===== src/rtl/quad_encoder_counter.sv =====
// ---------------------------------------------------------------------------
// quad_encoder_counter
//
// Turns a pair of quadrature encoder channels into a signed 32-bit position
// count. Both channels are synchronized, then debounced by a per-channel run
// filter, then the filtered {A,B} state is decoded against the previous one.
//
// Parameters
//   FILTER_LEN : consecutive disagreeing cycles before a filtered channel
//                follows its synchronized input (1..255)
//   COUNT_MODE : 4 = count every legal edge, 1 = one count per full cycle
//   INVERT     : 1 = negate every count step and the reported direction
//
// Ports
//   clk     : system clock, rising edge
//   rst     : asynchronous active-high reset
//   enc_a   : encoder channel A (asynchronous to clk)
//   enc_b   : encoder channel B (asynchronous to clk)
//   clr     : synchronous clear of rot_cnt, enc_err and err_cnt
//   rot_cnt : signed cumulative position, wraps modulo 2^32
//   dir     : direction of the last counted step (1 forward, 0 reverse)
//   enc_err : sticky flag, set when both filtered channels change together
//   err_cnt : saturating count of such illegal transitions
// ---------------------------------------------------------------------------
module quad_encoder_counter #(
  parameter int FILTER_LEN = 4,
  parameter int COUNT_MODE = 4,
  parameter int INVERT     = 0
) (
  input  logic        clk,
  input  logic        rst,
  input  logic        enc_a,
  input  logic        enc_b,
  input  logic        clr,
  output logic [31:0] rot_cnt,
  output logic        dir,
  output logic        enc_err,
  output logic [15:0] err_cnt
);

  // The run counter holds "disagreeing cycles seen so far"; the channel flips
  // on the cycle that would make the run reach FILTER_LEN.
  localparam logic [7:0] RUN_LAST = 8'(FILTER_LEN - 1);

  // Bit 1 is channel A, bit 0 is channel B throughout.
  logic [1:0] meta;
  logic [1:0] sync;
  logic [1:0] filt;
  logic [1:0] prev;
  logic [7:0] run_len [2];

  logic fwd;
  logic rev;
  logic dbl;
  logic step_up;
  logic step_dn;

  // Two-flop synchronizer for both channels.
  always_ff @(posedge clk or posedge rst) begin
    if (rst) begin
      meta <= 2'b00;
      sync <= 2'b00;
    end else begin
      meta <= {enc_a, enc_b};
      sync <= meta;
    end
  end

  // Independent run filter per channel: any agreeing cycle restarts the run.
  always_ff @(posedge clk or posedge rst) begin
    if (rst) begin
      filt       <= 2'b00;
      run_len[0] <= 8'd0;
      run_len[1] <= 8'd0;
    end else begin
      for (int ch = 0; ch < 2; ch++) begin
        if (sync[ch] != filt[ch]) begin
          if (run_len[ch] == RUN_LAST) begin
            filt[ch]    <= sync[ch];
            run_len[ch] <= 8'd0;
          end else begin
            run_len[ch] <= run_len[ch] + 8'd1;
          end
        end else begin
          run_len[ch] <= 8'd0;
        end
      end
    end
  end

  // Transition decode: forward order is 00 -> 10 -> 11 -> 01 -> 00.
  always_comb begin
    fwd     = 1'b0;
    rev     = 1'b0;
    dbl     = 1'b0;
    step_up = 1'b0;
    step_dn = 1'b0;
    case ({prev, filt})
      4'b00_10, 4'b10_11, 4'b11_01, 4'b01_00: fwd = 1'b1;
      4'b10_00, 4'b11_10, 4'b01_11, 4'b00_01: rev = 1'b1;
      4'b00_11, 4'b11_00, 4'b10_01, 4'b01_10: dbl = 1'b1;
      default: ;
    endcase
    // In x1 mode only the step that lands on 00 counts.
    if (COUNT_MODE == 1) begin
      step_up = fwd && (filt == 2'b00);
      step_dn = rev && (filt == 2'b00);
    end else begin
      step_up = fwd;
      step_dn = rev;
    end
    if (INVERT != 0) begin
      {step_up, step_dn} = {step_dn, step_up};
    end
  end

  // Output registers. prev keeps tracking filt through clr so a clear never
  // produces a false step afterwards; clr itself overrides any same-cycle
  // count or error event, and dir keeps its value in that case.
  always_ff @(posedge clk or posedge rst) begin
    if (rst) begin
      prev    <= 2'b00;
      rot_cnt <= 32'd0;
      dir     <= 1'b0;
      enc_err <= 1'b0;
      err_cnt <= 16'd0;
    end else begin
      prev <= filt;
      if (clr) begin
        rot_cnt <= 32'd0;
        enc_err <= 1'b0;
        err_cnt <= 16'd0;
      end else begin
        if (step_up) begin
          rot_cnt <= rot_cnt + 32'd1;
          dir     <= 1'b1;
        end else if (step_dn) begin
          rot_cnt <= rot_cnt - 32'd1;
          dir     <= 1'b0;
        end
        if (dbl) begin
          enc_err <= 1'b1;
          if (err_cnt != 16'hFFFF) begin
            err_cnt <= err_cnt + 16'd1;
          end
        end
      end
    end
  end

endmodule


===== config.mk =====
export PLATFORM = sky130hd
export DESIGN_NAME = quad_encoder_counter
export DESIGN_NICKNAME = d
export VERILOG_FILES = /design/src/rtl/quad_encoder_counter.sv
export SDC_FILE = /design/constraint.sdc
export NUM_CORES = 1
export LEC_CHECK = 0
export ABC_AREA = 1
export ABC_CLOCK_PERIOD_IN_PS = 5070
export BUFFER_PORTS_ARGS = -buffer_cell sky130_fd_sc_hd__buf_2
export CORE_MARGIN = 3
export CORE_UTILIZATION = 35
export CTS_BUF_LIST = sky130_fd_sc_hd__clkbuf_8
export CTS_CLUSTER_SIZE = 14
export DETAILED_ROUTE_END_ITERATION = 10
export PLACE_DENSITY = 0.53
export SLEW_MARGIN = 10
export SYNTH_ARGS = -nofsm -noshare
export SYNTH_HDL_FRONTEND = slang
export SYNTH_SLANG_ARGS = --single-unit

===== constraint.sdc =====
create_clock -name clk -period 5.07 [get_ports clk]
set_input_delay 0.7605 -clock clk [delete_from_list [all_inputs] [get_ports clk]]
set_output_delay 0.7605 -clock clk [all_outputs]
set_load 0.01 [all_outputs]

# --- Word-level counts from Yosys, hierarchy flattened ---
# Cells that the tools add are included.
totals:
  ff_bits: 74
  in_bits: 5
  out_inout_bits: 50
  word_cells: 62
op_classes:
  add_sub_neg: 5
  n_eq_ne: 17
  mux: 17
  n_bitwise: 1
  n_reduce_logical: 11
op_table:
  columns: ["operator", "count"]
  rows:
  - ["$mux 32", 3]
  - ["$mux 16", 3]
  - ["$add 32x1->32 const B", 1]
  - ["$mux 8", 4]
  - ["$sub 32x1->32 const B", 1]
  - ["$eq 4x4->1 const B", 6]
  - ["$add 16x1->16 const B", 1]
  - ["$add 8x1->8 const B", 2]
  - ["$eq 8x2->1 const B", 2]
  - ["$ne 16x16->1 const B", 1]
  - ["$eq 4x3->1 const B", 3]
  - ["$reduce_or 4->1", 3]
  - ["$eq 4x2->1 const B", 2]
  - ["$reduce_and 2->1", 4]
  - ["$mux 1", 7]
  - ["$reduce_bool 2->1", 3]
  - ["$eq 4x1->1 const B", 1]
  - ["$reduce_bool 3->1", 1]
  - ["$ne 1x1->1", 2]
  - ["$not 1->1", 1]

# --- Depth between registers and ports, before layout ---
logic_depth:
  word_depth: 6
  ltp_mapped: 15
  ltp_nobuf: 14

# --- Worst setup path after synthesis ---
# OpenSTA, ideal clock, no wires.
synth_timing:
  path_type: "reg-to-reg"
  from: "register filt[0]"
  to: "register rot_cnt[21]"
  setup_ns: 0.117
  arrival_time_ns: 2.559
  required_time_ns: 4.953
  path_slack_ns: 2.394
  stages_incl_launch_ff: 16
  n_path_buf: 1
  cell_sequence: "dfrtp_1 > buf_2 > xnor2_1 > nand2_1 > ha_1 > nand2_1 > nor2_1 > nand2_1 > nand3_1 > nand2_1 > nand2_1 > nand2_1 > nand2_1 > nand2_1 > nand3_1 > nand2_1"
synth_between:
  elab_chain_len: 5
  word_cells_on_any_way: 15
synth_rtl:
  columns: ["item", "line_no", "source"]
  rows:
  - ["from (decl)", "48", "logic [1:0] filt;"]
  - ["from (signal, indexed assignment)", "79", "filt[ch] <= sync[ch];"]
  - ["$eq 4x2->1 (tied with other cells)", "98", "case ({prev, filt})"]
  - ["$reduce_or 4->1", "98", null]
  - ["$mux 1", "98", null]
  - ["$mux 32", "134", "if (step_up) begin"]
  - ["$mux 32", "129", "if (clr) begin"]
  - ["to (signal assigned)", "135", "rot_cnt <= rot_cnt + 32'd1;"]
  - ["to (signal assigned)", "138", "rot_cnt <= rot_cnt - 32'd1;"]
  - ["to (decl)", "35", "output logic [31:0] rot_cnt,"]
# Several ways; a longest one is shown, not always the timed one.
# A chain may end at the register's enable or synchronous reset.

# --- Worst setup path in the final report ---
layout_timing:
  from: "register filt[0]"
  to: "register rot_cnt[28]"
# Same word-level chain as after synthesis.

==> flow_summary.toml <==
[setup_path]
crit_chain = "xnor2_1, nand2_1, ha_1, nand2_1, nor2_1, nand3_1, nand3_1, nand2_1, nand2_1, nand2_1, nand3_1, nand2_1"
r2r-start = "filt[0]"
crit_fanout = 23
rrSetupSlack_ns = 1.87
r2r_cells = 12
critical-path-max-stage-delay_ns = 0.63
critPathBufInv = 0
crit_path_top_delay_cell = "ha_1"
critPathMostFrequentCell = "nand2_1"
crit_path_start = "filt[0]"
required_ns = 5.32
r2r-end = "rot_cnt[28]"
critPathCaptureType = "register"
arrival_ns = 3.45
critPathKind = "reg2reg"
cp-start-kind = "register"
critPathCapture = "rot_cnt[28]"
cp.depth = 12
critical-path-top-delay-family = "simple AND/OR/NAND/NOR gates"

[grt]
grt_pass1_vias = 4903
track_usage_pct = 17.2
grt_start_max_net_pins = 75
grt_pass1_wl_microns = 24600
grt.overflow.total = 0
antenna_found_initial = 0

[placement]
dp.cells = 1133
portBuffers = 54
dpl_worst_slack_ns = 1.88
gp_congestion = 0.872
placed_area_sq_um = 6120
place_hpwl_microns = 11200

[logic_synthesis]
ys.flop_type = "dfrtp_1"
netlist_top_cells_area = "dfrtp_1 33%, nand2_1 22%, inv_1 9.7%"
synth-compound-area-share_pct = 8.31
ys_seq_area_share_pct = 32.9
muxShareOfSynthArea_pct = 0
synthAdderAreaFrac_pct = 7.69
yosysWarningCount = 0
synth-simple-area-share_pct = 36.9
syn_inst = 875
syn_nets = 914
synth_top_cell_area_share_pct = 32.9
synth_edf_count = 0
syn_area_sq_um = 5630
synth_top_area_cell = "dfrtp_1"
yosysUniqueCellTypes = 35
synth_seq_cells = 74
synth_xor_area_share_pct = 3.11
avgSynthCellArea_sq_um = 6.43
synthArstFlopShare_pct = 100
synth_top_family_by_area = "simple AND/OR/NAND/NOR gates"

[sta]
rsz0062_at_grt = "no"
fin_crit_sh_pct = 63.0
worst_pin_slew_ns = 0.979
setup_ws_ns = 1.87
final.setup_skew_ns = 0.0123
maxSlewHeadroom_pct = 34.7
fin_setup_tns_ns = 0
maxSlewViolCount = 0
hold_violations = 0
maxClockFrequency_mhz = 313
period_needed_ns = 3.20
setup_viol = 0

[detailed_routing]
vias = 5273
wirelength_microns = 14700
first_pass_iters = 5
ant_nets = 0
via_per_inst = 4.59
drc = 0
avgRoutedWirePerCell_microns = 12.8
drt_iter0_drc = 304

[clock_network]
worst_skew_pair.late_latency_ns = 0.37
cts_sinks = 74
cts.path.max_buffers = 2
ctsResizeCount = 0
cts_setup_buffers = 0
htreeDepth = 3
clk_pin_slew_ns = 0.08
cts-hold-fix-buffers = 0
cts_tree = "built"
cts_made_buffers = 9
root_buffer = "clkbuf_8"

[floorplanning]
ios = 55
rows = 45
initial_utilization_pct = 36.4
die_h_microns = 133
die_area_sq_um = 17600
die_x_microns = 133
coreArea_sq_um = 15500

[run_status]
status = "finished clean"

[finish]
final_cell_count_no_fill = 1149
design_area_sq_um = 6300
syn_to_final_growth_pct = 12.0
seqCellArea_sq_um = 1850
final_nets = 972
multiInputGateArea_sq_um = 3160
n_antenna_cell = 0
nFillCells = 1709
drive_above_1_share_pct = 9.49

[hold_path]
hp-class = "reg2reg"

[job]
maxCapViolCount = 0
## per-layer routing
layer,up-vias,track usage (%),routed length (microns),part of all wire [%]
met5,-,0,0,0
met4,0,5.20,192,1.3
met3,13,2.55,516,3.5
met2,80,26.6,6340,43
met1,2344,24.8,7610,52
li1,2836,-,-,-
## placed cells by master (no fill, tap or decap)
cell | synthesis | layout
nand2_1 | 332 | 332
inv_1 | 145 | 145
nor2_1 | 79 | 78
dfrtp_1 | 74 | 74
nand3_1 | 61 | 61
buf_2 | 7 | 54
a21oi_1 | 38 | 38
ha_1 | 33 | 33
o21ai_0 | 25 | 25
xor2_1 | 12 | 12
nor3_1 | 10 | 10
clkbuf_8 | 1 | 10
xnor2_1 | 8 | 8
nand4_1 | 8 | 8
o31ai_1 | 6 | 6
nand2_2 | 4 | 4
o21bai_1 | 4 | 4
clkinvlp_4 | 0 | 4
inv_2 | 3 | 3
and2_1 | 3 | 3
a21o_1 | 3 | 3
buf_4 | 1 | 3
or2_2 | 2 | 2
o21ai_1 | 2 | 2
nor2_2 | 1 | 2
nand3b_1 | 2 | 2
nor4_1 | 2 | 2
nor3b_1 | 1 | 1
o21ai_2 | 1 | 1
or2_1 | 1 | 1
nor3_4 | 1 | 1
nand3_2 | 1 | 1
a211oi_4 | 1 | 1
o21ai_4 | 1 | 1
clkinv_2 | 0 | 1
fa_1 | 1 | 1
inv_6 | 0 | 1
## logic make-up (layout without fill, tap and decap cells)
family,Yosys count,in the layout
buffers and inverters,158,221
xor gates and xnor gates,20,20
adders and majority gates,34,34
AOI/OAI and AO/OA,81,81
and+or+nand+nor,508,508
DFF,74,74
## registers in the layout (all words and copies together), names as in the netlist
register,cells
dir,1
filt,2
enc_err,1
meta,2
sync,2
err_cnt,16
rot_cnt,32
run_len,16
prev,2
## cell type report
type                    instances  share of cell area [%]
multi-input cells             643                    50.1
flip-flops and latches         74                    29.4
inverters                     148                    8.83
repair buffers                 57                    4.65
well taps                     211                    4.19
clock buffers                  10                    2.18
clock inverters                 6                   0.675
## worst min path at each step
stage             from      end  slack (ns)  cells after the start
2_1_floorplan  meta[0]  sync[0]        0.33                      0
3_3_place_gp   meta[1]  sync[1]        0.36                      0
3_5_place_dp   meta[1]  sync[1]        0.37                      0
4_1_cts        meta[1]  sync[1]        0.39                      0
5_1_grt        meta[1]  sync[1]        0.39                      0
6_report       meta[1]  sync[1]        0.38                      0
## synthesized netlist by cell type, types with 2 or more instances
cell,number
xnor2_1,8
nor2_1,79
nand3b_1,2
xor2_1,12
inv_1,145
buf_2,7
nor4_1,2
o21ai_0,25
o21ai_1,2
nand2_1,332
a21oi_1,38
dfrtp_1,74
inv_2,3
nor3_1,10
nand2_2,4
nand3_1,61
o21bai_1,4
ha_1,33
nand4_1,8
o31ai_1,6
or2_2,2
a21o_1,3
and2_1,3
## stage by stage
stage	util, %	hold slack [ns]
after global routing	40.7	0.389
final	40.7	0.379
after floorplan	-	0.331
after global placement	39.5	0.363
after CTS	40.7	0.386
after detailed placement	39.5	0.365
Power is left out: the tool's default activity adds up to more than one toggle a clock period on the data nets, which glitch-free logic cannot reach.
